## src/rtl/skid_adder_stage.sv

```systemverilog
// skid_adder_stage
//   Elastic valid/ready stage that adds a constant INCREMENT to every accepted
//   item (modulo 2**WIDTH) and carries the addition's carry-out alongside it.
//   Two storage entries (main + skid) let this_ready be a pure flop output,
//   so no combinational path exists from next_ready back to this_ready.
//
// Ports
//   clk            rising-edge clock
//   reset          synchronous reset, active low
//   prev_valid     upstream item present on input_num
//   this_ready     stage can accept this cycle (registered)
//   this_valid     output_num/overflow_out hold an item (registered)
//   next_ready     downstream takes the item this cycle
//   input_num      upstream data
//   output_num     stored (item + INCREMENT) mod 2**WIDTH
//   overflow_out   carry-out of that addition
//   accepted_count items accepted since reset, wraps
module skid_adder_stage #(
    parameter int WIDTH     = 5,
    parameter int INCREMENT = 1,
    parameter int CNT_WIDTH = 8
) (
    input  logic                 clk,
    input  logic                 reset,
    input  logic                 prev_valid,
    output logic                 this_ready,
    output logic                 this_valid,
    input  logic                 next_ready,
    input  logic [WIDTH-1:0]     input_num,
    output logic [WIDTH-1:0]     output_num,
    output logic                 overflow_out,
    output logic [CNT_WIDTH-1:0] accepted_count
);

    localparam logic [WIDTH-1:0] INC_T = WIDTH'(INCREMENT);

    typedef enum logic [1:0] {
        EMPTY = 2'd0,
        ONE   = 2'd1,
        TWO   = 2'd2
    } state_t;

    state_t               r_state;
    state_t               w_next_state;
    logic                 r_valid;
    logic                 r_ready;
    logic [WIDTH-1:0]     r_main_num;
    logic                 r_main_ovf;
    logic [WIDTH-1:0]     r_skid_num;
    logic                 r_skid_ovf;
    logic [CNT_WIDTH-1:0] r_count;

    logic                 w_accept;
    logic                 w_emit;
    logic [WIDTH:0]       w_sum;
    logic                 w_load_main;
    logic                 w_load_skid;
    logic                 w_skid_to_main;

    assign w_accept = prev_valid && r_ready;
    assign w_emit   = r_valid && next_ready;
    // Carry-out lands in the top bit.
    assign w_sum    = {1'b0, input_num} + {1'b0, INC_T};

    always_comb begin
        w_next_state   = r_state;
        w_load_main    = 1'b0;
        w_load_skid    = 1'b0;
        w_skid_to_main = 1'b0;
        case (r_state)
            EMPTY: begin
                if (w_accept) begin
                    w_next_state = ONE;
                    w_load_main  = 1'b1;
                end
            end
            ONE: begin
                if (w_accept && !w_emit) begin
                    w_next_state = TWO;
                    w_load_skid  = 1'b1;
                end else if (w_accept && w_emit) begin
                    // Old head leaves while the new item takes its place.
                    w_load_main  = 1'b1;
                end else if (w_emit) begin
                    w_next_state = EMPTY;
                end
            end
            TWO: begin
                // r_ready is low here, so nothing can be accepted.
                if (w_emit) begin
                    w_next_state   = ONE;
                    w_skid_to_main = 1'b1;
                end
            end
            default: w_next_state = EMPTY;
        endcase
    end

    always_ff @(posedge clk) begin
        if (!reset) begin
            r_state    <= EMPTY;
            r_valid    <= 1'b0;
            r_ready    <= 1'b0;
            r_main_num <= '0;
            r_main_ovf <= 1'b0;
            r_skid_num <= '0;
            r_skid_ovf <= 1'b0;
            r_count    <= '0;
        end else begin
            r_state <= w_next_state;
            // Flags are derived from the next state so they are flop outputs.
            r_valid <= (w_next_state != EMPTY);
            r_ready <= (w_next_state != TWO);
            if (w_load_main) begin
                r_main_num <= w_sum[WIDTH-1:0];
                r_main_ovf <= w_sum[WIDTH];
            end else if (w_skid_to_main) begin
                r_main_num <= r_skid_num;
                r_main_ovf <= r_skid_ovf;
            end
            if (w_load_skid) begin
                r_skid_num <= w_sum[WIDTH-1:0];
                r_skid_ovf <= w_sum[WIDTH];
            end
            if (w_accept) begin
                r_count <= r_count + 1'b1;
            end
        end
    end

    assign this_ready     = r_ready;
    assign this_valid     = r_valid;
    assign output_num     = r_main_num;
    assign overflow_out   = r_main_ovf;
    assign accepted_count = r_count;

endmodule

```

## config.mk

```make
export PLATFORM = sky130hd
export DESIGN_NAME = skid_adder_stage
export DESIGN_NICKNAME = d
export VERILOG_FILES = /design/src/rtl/skid_adder_stage.sv
export SDC_FILE = /design/constraint.sdc
export NUM_CORES = 1
export LEC_CHECK = 0
export CAP_MARGIN = 20
export CORE_MARGIN = 8
export CORE_UTILIZATION = 45
export DETAILED_ROUTE_END_ITERATION = 10
export PLACE_DENSITY = 0.7
export SLEW_MARGIN = 20
export SYNTH_ARGS = -nofsm -noshare
export SYNTH_HDL_FRONTEND = slang
export SYNTH_SLANG_ARGS = --single-unit
```

## constraint.sdc

```tcl
create_clock -name clk -period 1.4 [get_ports clk]
set_input_delay 0.14 -clock clk [delete_from_list [all_inputs] [get_ports clk]]
set_output_delay 0.14 -clock clk [all_outputs]
set_load 0.01 [all_outputs]
```

==> run summary, run 1 <==
The flow ran to the end, and the final reports show no timing, DRC or antenna violations. The first-pass iteration count of the detailed router came out at 4. Input and output buffers added on the ports amount to 24. The number of hold violations in the final report is 0. Together, buffers and inverters on the worst path number 1.

The final global-route overflow total is 0. The standard-cell row count came out at 18. The class of the tightest hold or removal check is primary input to register. The worst setup slack after layout came out at 0.0612 ns. The antenna diode count came out at 0. The global routing usage summed across all routing layers is 12.6%. TritonCTS built the clock tree. The actual transition at the worst max-transition pin is 0.279 ns.

The sequential element share of the synthesized area came out at 42.7%. The clock passes through at most 2 buffers. Once detail routing completed, the nets flagged for antenna violations numbered 0. The synthesized netlist devotes 2.22% of its cell area to adder and majority cells. The worst supply voltage drop on vdd came out at 0.542 mV. The critical path arrival is 1.20 ns.

Prior to clock tree synthesis, the placed netlist has a worst setup slack of -0.204 ns. The largest net degree at the start of global routing is 13. The number of I/O pins came out at 25.

The worst setup path is of the register to primary output kind. Fill cells in the final layout number 237. The post-synthesis cell type count is 39.

The initial antenna violation count was 0. The leakage component of the power came out at 0.712 nW. The routed via count came out at 1048.

In the routed design, unresolved DRC markers number 0. The final number of setup-violating endpoints is 0. The number of nets at the end of the flow came out at 168.

The slowest stage of the critical path is the sky130_fd_sc_hd__clkdlybuf4s50_1 cell. The worst-skew pair later-pin latency came out at 0.32 ns. The flip-flop and latch count after synthesis came out at 24.

The hold-fix buffer count after cts came out at 0. On the critical path the largest part of the delay comes from buffers and inverters. The xor/xnor share of the synthesized area is 3.89%. The wire length of the first global-routing pass is 4.37 mm. Summed over all layers, the routed wires come to 2.60 mm.

The H-tree level count came out at 1. The cell area after synthesis came out at 1120 µm². The summed negative setup slack over all endpoints came out at 0 ns. The root buffer cell chosen for the clock tree is sky130_fd_sc_hd__clkbuf_4.

The power density of the placed cells came out at 842 nW/µm². The total area inside the core boundary comes to 2430 µm². The clock slew at the register clock pins of the worst setup and hold paths came out at 0.13 ns.

The max-slew violation total from the final report came out at 0. The number of nets in the synthesized netlist came out at 133. The highest fanout seen on the critical path is 4. The total clock buffers created by CTS is 3. The fraction of the mapped netlist area in simple logic gates is 18.6%. The maximum cell stage delay along the critical path is 0.53 ns. At the end of routability-driven placement, the weighted congestion stood at 0.785.

In the finished design, the share of the clock period the worst path needs comes to 95.6%. sky130_fd_sc_hd__dfxtp_1 is the most common cell in the netlist. The clock drives 24 sinks. The post-synthesis compound-gate area fraction came out at 24.1%. The multiplexer area fraction after synthesis came out at 4.45%. The via count of the first global-routing pass came to 1015.

The most used flip-flop cell after synthesis is sky130_fd_sc_hd__dfxtp_1. The worst setup path is launched from a register. The area growth from synthesis to layout is 34.0%. Measured on the finished design, the core utilization comes to 62.0%. Dividing the synthesized area by the synthesized cell count gives 9.22 µm². Synthesis handed over a netlist of 122 instances. The detailed-route vias per instance came out at 5.66. The largest clock skew in the final design is 0.0113 ns. The average wire per standard cell is 14.0 µm.

The number of max-cap violations came out at 0. The total of warnings raised by yosys is 0. The detailed router's first-iteration violation count is 36. The post-route netlist has 18.1% of its cells at a drive strength greater than 1.

The normalized max-slew margin is 81.3%. The worst setup path is captured at a primary output. The HPWL after detailed placement is 1.98 mm. The area taken by multi-input logic gates came out at 599 µm². The minimum clock period came out at 1.34 ns. The floorplan step set the die height to 66.0 µm. In the synthesized netlist, the cells that appear most often are sky130_fd_sc_hd__dfxtp_1 (24), sky130_fd_sc_hd__a21oi_1 (18), sky130_fd_sc_hd__nand3_1 (7), sky130_fd_sc_hd__o21ai_0 (7).

The die is 66.0 µm wide. Setup repair after global routing left no endpoint under its margin. The die covers 4360 µm².

After synthesis, the cell types taking the most area are sky130_fd_sc_hd__dfxtp_1 (43%), sky130_fd_sc_hd__a21oi_1 (8.0%), sky130_fd_sc_hd__mux2i_1 (4.4%). The initial cell density of the core came out at 46.2%. The synthesized design contains 0 enable-type register cells. The required arrival time at the worst endpoint is 1.26 ns.

The fraction of registers with async set or reset after synthesis is 0%. Buffers added to address setup during post-CTS repair amount to 0. Walking the worst path, the cells encountered are clkdlybuf4s50_1. The cell accounting for the most synthesized area is sky130_fd_sc_hd__dfxtp_1. The largest family of logic cells by synthesized area is compound AO/OA/AOI/OAI gates. The portion of synthesized cell area occupied by the leading cell type is 42.7%. The achievable frequency came out at 0.747 GHz. The area occupied by registers is 497 µm².
==> worst paths after layout <==
kind	from	to	cells past startpoint	slack, ns
worst min-delay path	reset	r_skid_num[4]	3	0.46
worst min register to register	r_skid_ovf	r_skid_ovf	2	0.48
worst max-delay path	accepted_count[6]	accepted_count[6]	1	0.06
worst max register to register	r_state[1]	output_num[0]	4	0.16
==> cell usage in the layout, fill, tap and decap left out, drive strengths merged, types with 5 or more instances in the layout <==
cell type      count
dfxtp             24
a21oi             18
buf               12
clkdlybuf4s50     11
o21ai              7
nand3              7
dlymetal6s2s       7
dlygate4sd2        6
nand2              5
nor2               5
mux2i              5
a211oi             5
==> worst min-delay path: stages <==
cell                              delay [ns]
sky130_fd_sc_hd__clkdlybuf4s50_1        0.42
sky130_fd_sc_hd__clkinv_1               0.13
sky130_fd_sc_hd__a211oi_1               0.06
==> final cells by class <==
type	instances	share of cell area [%]
multi-input combinational	89	39.8
sequential	24	32.9
timing repair buffer	36	22.6
tap	30	2.49
clock buffer	3	1.49
inverter	3	0.747
==> metal layers <==
layer	global-route usage (%)	wire length, µm
met4	6.40	44
met2	22.8	1230
met3	2.54	85
met5	0	0
met1	13.5	1230
==> cells by family (layout without fill, tap and decap cells) <==
| family | count (synthesis) | after routing |
|---|---|---|
| adder cells (fa/ha/maj) | 2 | 2 |
| buffers and inverters | 9 | 42 |
| XOR/XNOR | 5 | 5 |
| AND/OR/NAND/NOR | 34 | 34 |
| flip-flops | 24 | 24 |
| multiplexers | 5 | 5 |
| AO/OA/AOI/OAI | 43 | 43 |
==> timing repair <==
action	4_1_cts	5_1_grt
hold endpoints to repair	0	0
gates resized for setup	16	8
setup endpoints to repair	8	8
cloned	0	0
==> where the power goes <==
part | switching (mW) | internal [mW]
Clock | 0.200 | 0.101
Combinational | 0.110 | 0.117
Sequential | 0.0280 | 0.713
Total | 0.338 | 0.931
==> state kept, by name (all words and copies together) (netlist names) <==
name,cells
accepted_count,8
output_num,5
overflow_out,1
r_skid_num,5
r_skid_ovf,1
r_state,2
this_ready,1
this_valid,1
==> metrics by stage <==
step | instance area [µm²] | instances | hold WS, ns | total power, mW
after floorplan | 1120 | 122 | 0.237 | 0.872
after global placement | 1460 | 182 | 0.461 | 0.986
after CTS | 1490 | 185 | 0.465 | 1.28
after detailed placement | 1460 | 182 | 0.466 | 0.991
final | 1510 | 185 | 0.463 | 1.27
after global routing | 1510 | 185 | 0.493 | 1.33
Note: power is estimated with default switching activity, not from simulation.
==> run 2, diff against run 1 <==
GPL_TIMING_DRIVEN = 0   (was not set)
==> run 2 against run 1 <==
Compared with the run above: fmax is essentially flat; clock skew about the same; total power increased by 15%; sequential share of layout area hardly changed; critical path type unchanged.
==> run summary, run 2 (synthesis results as in run 1) <==
The total clock buffers created by CTS is 3 (unchanged). The worst path buffer plus inverter count is 1 (unchanged). The H-tree level count came out at 1 (unchanged).

The CTS tree is yes (unchanged). The number of buffers on the longest clock path came out at 2 (unchanged). The cell family with the largest share of critical-path delay was buffers and inverters (unchanged). Leading cell types in the layout, fill and taps excluded: sky130_fd_sc_hd__a21oi_1 (18), sky130_fd_sc_hd__dfxtp_1 (16), sky130_fd_sc_hd__dlymetal6s2s_1 (11) (was sky130_fd_sc_hd__a21oi_1 (18), sky130_fd_sc_hd__dfxtp_1 (15), sky130_fd_sc_hd__buf_4 (12)). The detailed router's first-iteration violation count was 59 (was 36). The routing layer with the top usage in global route is met2 (unchanged). The non-filler instance count after layout was 179 (was 185). The summed negative setup slack over all endpoints is 0 ns (unchanged). The largest clock skew in the final design came out at 0.0112 ns (was 0.0113 ns).

The class of the tightest hold or removal check was primary input to register (unchanged). The number of filler instances in the final layout is 222 (was 237). The clock slew at the register clock pins of the worst setup and hold paths is 0.14 ns (was 0.13 ns). The detailed-route DRC error count is 0 (unchanged). The wire length of the first global-routing pass is 4.59 mm (was 4.37 mm). The die area is 4360 µm² (unchanged).

The vertical die dimension is 66.0 µm (unchanged). The critical path arrival is 1.20 ns (about the same). The achievable frequency is 0.747 GHz (about the same).

The final number of setup-violating endpoints is 0 (unchanged). The number of flip-flops under the largest register name was 8 (unchanged). The number of nets at the end of the flow came to 161 (was 168).

The minimum clock period is 1.34 ns (about the same). The average wire per standard cell came to 14.7 µm (was 14.0 µm). The met2 usage came to 23.0% (was 22.8%). The standard-cell row count is 18 (unchanged). The via count of the first global-routing pass came out at 1038 (was 1015). The area of the core is 2430 µm² (unchanged). The critical setup path kind was register to primary output (unchanged).

The number of hold violations in the final report came out at 0 (unchanged). The number of sinks driven by the clock tree came to 24 (unchanged). The half-perimeter wire length of the detailed placement result came out at 1.92 mm (was 1.98 mm). The routed via count is 1035 (was 1048). The power density of the placed cells is 972 nW/µm² (was 842 nW/µm²). The number of cells in the design after placement is 174 (was 182). The total cell area at the placement stage was 1380 µm² (was 1460 µm²).

The met1 track demand over resource is 14.0% (was 13.5%). The initial cell density of the core is 46.2% (unchanged). Run status: finished clean (unchanged).

The area growth from synthesis to layout is 33.1% (was 34.0%). The number of I/O pins is 25 (unchanged). The maximum cell stage delay along the critical path came out at 0.53 ns (about the same). The kind of end point of the critical path was a primary output (unchanged).

The first-pass iteration count of the detailed router came out at 4 (unchanged). The required arrival time at the worst endpoint is 1.26 ns (about the same). The commonest non-fill, non-tap cell in the layout is sky130_fd_sc_hd__a21oi_1 (unchanged). The cell area after layout was 1500 µm² (was 1510 µm²). The antenna diode count was 0 (unchanged). Crit-path cells: clkdlybuf4s50_1 (unchanged).

The largest net degree at the start of global routing came out at 15 (was 13). The highest fanout seen on the critical path came out at 4 (unchanged). The sum of routed wire length over all layers was 2.63 mm (was 2.60 mm). The worst supply voltage drop on vdd came out at 1.19 mV (was 0.542 mV).

The worst-skew pair later-pin latency came out at 0.32 ns (about the same). The critical-path cell with the highest stage delay was sky130_fd_sc_hd__clkdlybuf4s50_1 (unchanged). The max-slew violation total from the final report came to 0 (unchanged).

The fraction of final layout cells sized beyond drive strength 1 came out at 15.4% (was 18.1%). The library cell used as clock root buffer is sky130_fd_sc_hd__clkbuf_4 (unchanged). The category of the worst setup path launch point is a register (unchanged).

The detailed-route vias per instance came out at 5.78 (was 5.66). The leakage component of the power was 0.757 nW (was 0.712 nW). The x dimension of the die came out at 66.0 µm (unchanged).

The number of max-cap violations is 0 (unchanged). The final estimated routing congestion in global placement came out at 0.777 (was 0.785). The count of buffers inserted at the top-level ports came out at 22 (was 24).

The met3 track utilization from global routing is 4.92% (was 2.54%). The global routing usage summed across all routing layers came out at 13.0% (was 12.6%). The part of the cycle the worst path needs is 95.6% (about the same). The actual transition at the worst max-transition pin was 0.437 ns (was 0.279 ns). The initial antenna violation count came out at 0 (unchanged). The remaining antenna violation count is 0 (unchanged). The normalized max-slew margin came out at 70.8% (was 81.3%). The final global-route overflow total was 0 (unchanged).
[run 2: cell types whose count changed in the layout (fill, tap and decap cells not counted), sizes merged]
cell,before,now
buf,12,4
bufinv,0,1
clkbuf,3,6
clkdlybuf4s50,11,8
dlygate4sd2,6,3
dlymetal6s2s,7,11
[run 2: stage by stage]
stage	setup WS [ns]	hold slack, ns	utilization [%]	power [mW]
finish	0.0613	0.105	61.6	1.46
CTS	0.00444	0.0956	59.3	1.46
global placement	-0.129	0.454	56.8	0.965
global route	-0.00903	0.0906	61.6	1.53
detailed placement	-0.180	0.459	56.8	0.971
floorplan	0.155	0.237	-	0.872
[run 2: layout make-up]
class	count	area, µm²	area share, %
clock inverter	1	30.0	2.01
inverter	3	11.3	0.752
timing repair buffer	23	251	16.8
clock buffer	3	22.5	1.50
sequential	24	493	32.9
buffer	6	38.8	2.59
multi-input combinational	89	613	40.9
tap	30	37.5	2.51
[run 2: layer usage]
layer / part of all wire, % / vias up
met5: 0 / -
met2: 50 / 38
met4: 1.7 / 0
met1: 42 / 475
met3: 6.3 / 6
li1: - / 516
[run 2: power by group]
group	total, mW	switching, mW	internal [mW]
clock	0.498	0.209	0.289
combinational	0.219	0.114	0.105
sequential	0.739	0.0255	0.714
[run 2: repair_timing]
item / in CTS / in global routing
resized for setup: 11 / 16
setup buffers: 0 / 1
endpoints found under the setup margin: 7 / 19
hold buffers: 0 / 0
[run 2: worst paths after layout]
check	slack, ns	start	cells past startpoint	end
setup / recovery	0.06	accepted_count[6]	1	accepted_count[6]
hold / removal	0.10	reset	2	this_valid
setup reg to reg	0.09	this_ready	4	accepted_count[7]
hold reg to reg	0.49	r_skid_num[1]	2	r_skid_num[1]
==> RTL edit, RTL diff (config.mk and constraints of run 2) <==
`WIDTH`: 5 -> 10.
--- a/src/rtl/skid_adder_stage.sv
+++ b/src/rtl/skid_adder_stage.sv
@@ -16,7 +16,7 @@
 //   overflow_out   carry-out of that addition
 //   accepted_count items accepted since reset, wraps
 module skid_adder_stage #(
-    parameter int WIDTH     = 5,
+    parameter int WIDTH     = 10,
     parameter int INCREMENT = 1,
     parameter int CNT_WIDTH = 8
 ) (
Interface: changed (resized input_num and output_num); port bits go from 25 to 35. The function was not compared with the original's and may differ.
==> RTL edit against run 2 <==
Cell count increased by 55%. Count of clock-buffer cells in the layout grew 4. Combinational power up 68%. Sequential power is 41% higher. Non-clock buffer count grew 25. Final area increased by 57%. Worst setup slack got worse by 0.061 ns. Synthesized cell count grew 44%. Sequential cell count grew 10. Critical endpoint is now r_skid_num[4]. Wire length increased by 65%. Area after synthesis is 45% higher. Total power increased by 37%. Clock skew down 0.0029 ns.
==> RTL edit: results (changes against run 2) <==
largest net degree at the start of global routing = 11 (-4)
crit-path max FO = 6 (+2)
syn nets = 192 (+44%)
worst hold path type = input port to flip-flop
total grt overflow = 0 (unchanged)
GRT Total Usage = 13.5% (+0.50 points)
max incr delay on CP = 0.39 ns (-0.14 ns)
worst skew pair latency = 0.34 ns (+0.02 ns)
final cell count without fillers = 278 (+55%)
synth cell count leaders = dfxtp_1 (34), nand2_1 (22), a21oi_1 (14), xnor2_1 (12)
Pleak = 1.23 nW (+62%)
dpl cells = 258 (+48%)
PwrDens = 848 nW/um^2 (-13%)
number of port buffers = 34 (+55%)
Clock Path Buffers = 2 (unchanged)
Synth Area in Adders = 1.53% (-0.69 points)
async set or reset register ratio after synthesis = 0% (unchanged)
wire per inst = 15.6 um (+6.3%)
Cell Int Power = 0.00145 W (+30%)
Synth Area in Compound Gates = 16.5% (-7.6 points)
Comb power = 0.000368 W (+68%)
Max rail drop VDD = 0.000645 V (-46%)
met3 Track Usage GR = 5.07% (+0.16 points)
met3 routed WL = 261 um (+58%)
status = completed
grt met2 use = 23.2% (+0.20 points)
synth unique cells = 37 (-5.1%)
CTS HTree Levels = 2 (+1)
M1 WL = 1880 um (+71%)
hpwl dp = 2850 um (+48%)
vias in the first global route = 1474 (+42%)
antenna cells = 0 (unchanged)
critical path's slowest cell = dfxtp_4
Fill cells = 299 (+35%)
Synth Instances = 176 (+44%)
number of DRC markers in iteration 0 = 58 (-1.7%)
vias per cell = 5.30 (-8.4%)
CP top delay family = flip-flops
Flop pwr share = 52.4% (+1.6 points)
first-pass GRT wire length = 6600 um (+44%)
proportion of layout cells with a drive suffix above 1 = 21.7% (+6.3 points)
fin nets = 245 (+52%)
Reg clk slew, reported paths = 0.11 ns (-0.03 ns)
mux contribution to synthesized area = 6.98% (+2.5 points)
GPL Wtd Cong = 0.819 (+5.4%)
Area contributors post-synth = dfxtp_1 (42%), xnor2_1 (6.4%), nand2_1 (5.1%)
synth warn = 0 (unchanged)
Layout Skew = 0.00832 ns (-0.00292 ns)
Synth Area in XOR/XNOR = 7.52% (+3.6 points)
met1 GRT Util = 14.1% (+0.11 points)
Critical Path AT = 1.64 ns (+0.44 ns)
initial antenna violation count = 0 (unchanged)
max layer used = met4
CTS Buf Count = 5 (+2)
max_slew headroom = 64.6% (-6.3 points)
met2 wire len = 2140 um (+62%)
sequential fraction of the synthesis area = 41.7% (-0.96 points)
==> RTL edit: timing repair <==
action / CTS / global route
gates resized for setup: 20 / 32
cloned: 0 / 2
setup buffers: 3 / 8
pin swaps: 0 / 5
hold endpoints to repair: 0 / 0
setup endpoints to repair: 26 / 31
hold buffers: 0 / 0
==> RTL edit: cell type report <==
class                           count  area (um^2)  share of cell area [%]
Timing Repair Buffer               47          510                    21.7
Inverter                            4         15.0                   0.639
Sequential cell                    34          694                    29.6
Tap cell                           48         60.1                    2.56
Buffer                              7         60.1                    2.56
Multi-Input combinational cell    130          950                    40.4
Clock inverter                      1         5.00                   0.213
Clock buffer                        7         55.1                    2.34
==> RTL edit: worst paths after layout <==
kind,startpoint,to,slack [ns],cells past startpoint
setup reg to reg,this_valid,r_skid_num[4],0.00009,6
setup / recovery,this_valid,r_skid_num[4],0.00009,6
hold reg to reg,accepted_count[1],accepted_count[1],0.51,2
hold / removal,input_num[0],r_skid_num[0],0.20,3
==> RTL edit: logic make-up after synthesis <==
| family | after synthesis |
|---|---|
| simple gates | 62 |
| compound gates | 42 |
| flops | 34 |
| xor+xnor | 14 |
| buf+inv | 12 |
| mux | 10 |
| fa+ha+maj | 2 |
==> RTL edit: stage by stage <==
| stage | instance area [um^2] | setup WS (ns) | util (%) |
|---|---|---|---|
| 6_report | 2350 | 0.0000865 | 65.7 |
| 5_1_grt | 2350 | -0.0412 | 65.7 |
| 4_1_cts | 2140 | 0.00419 | 59.9 |
| 3_5_place_dp | 2030 | -0.401 | 56.7 |
| 3_3_place_gp | 2030 | -0.410 | 56.7 |
| 2_1_floorplan | 1630 | 0.0460 | - |
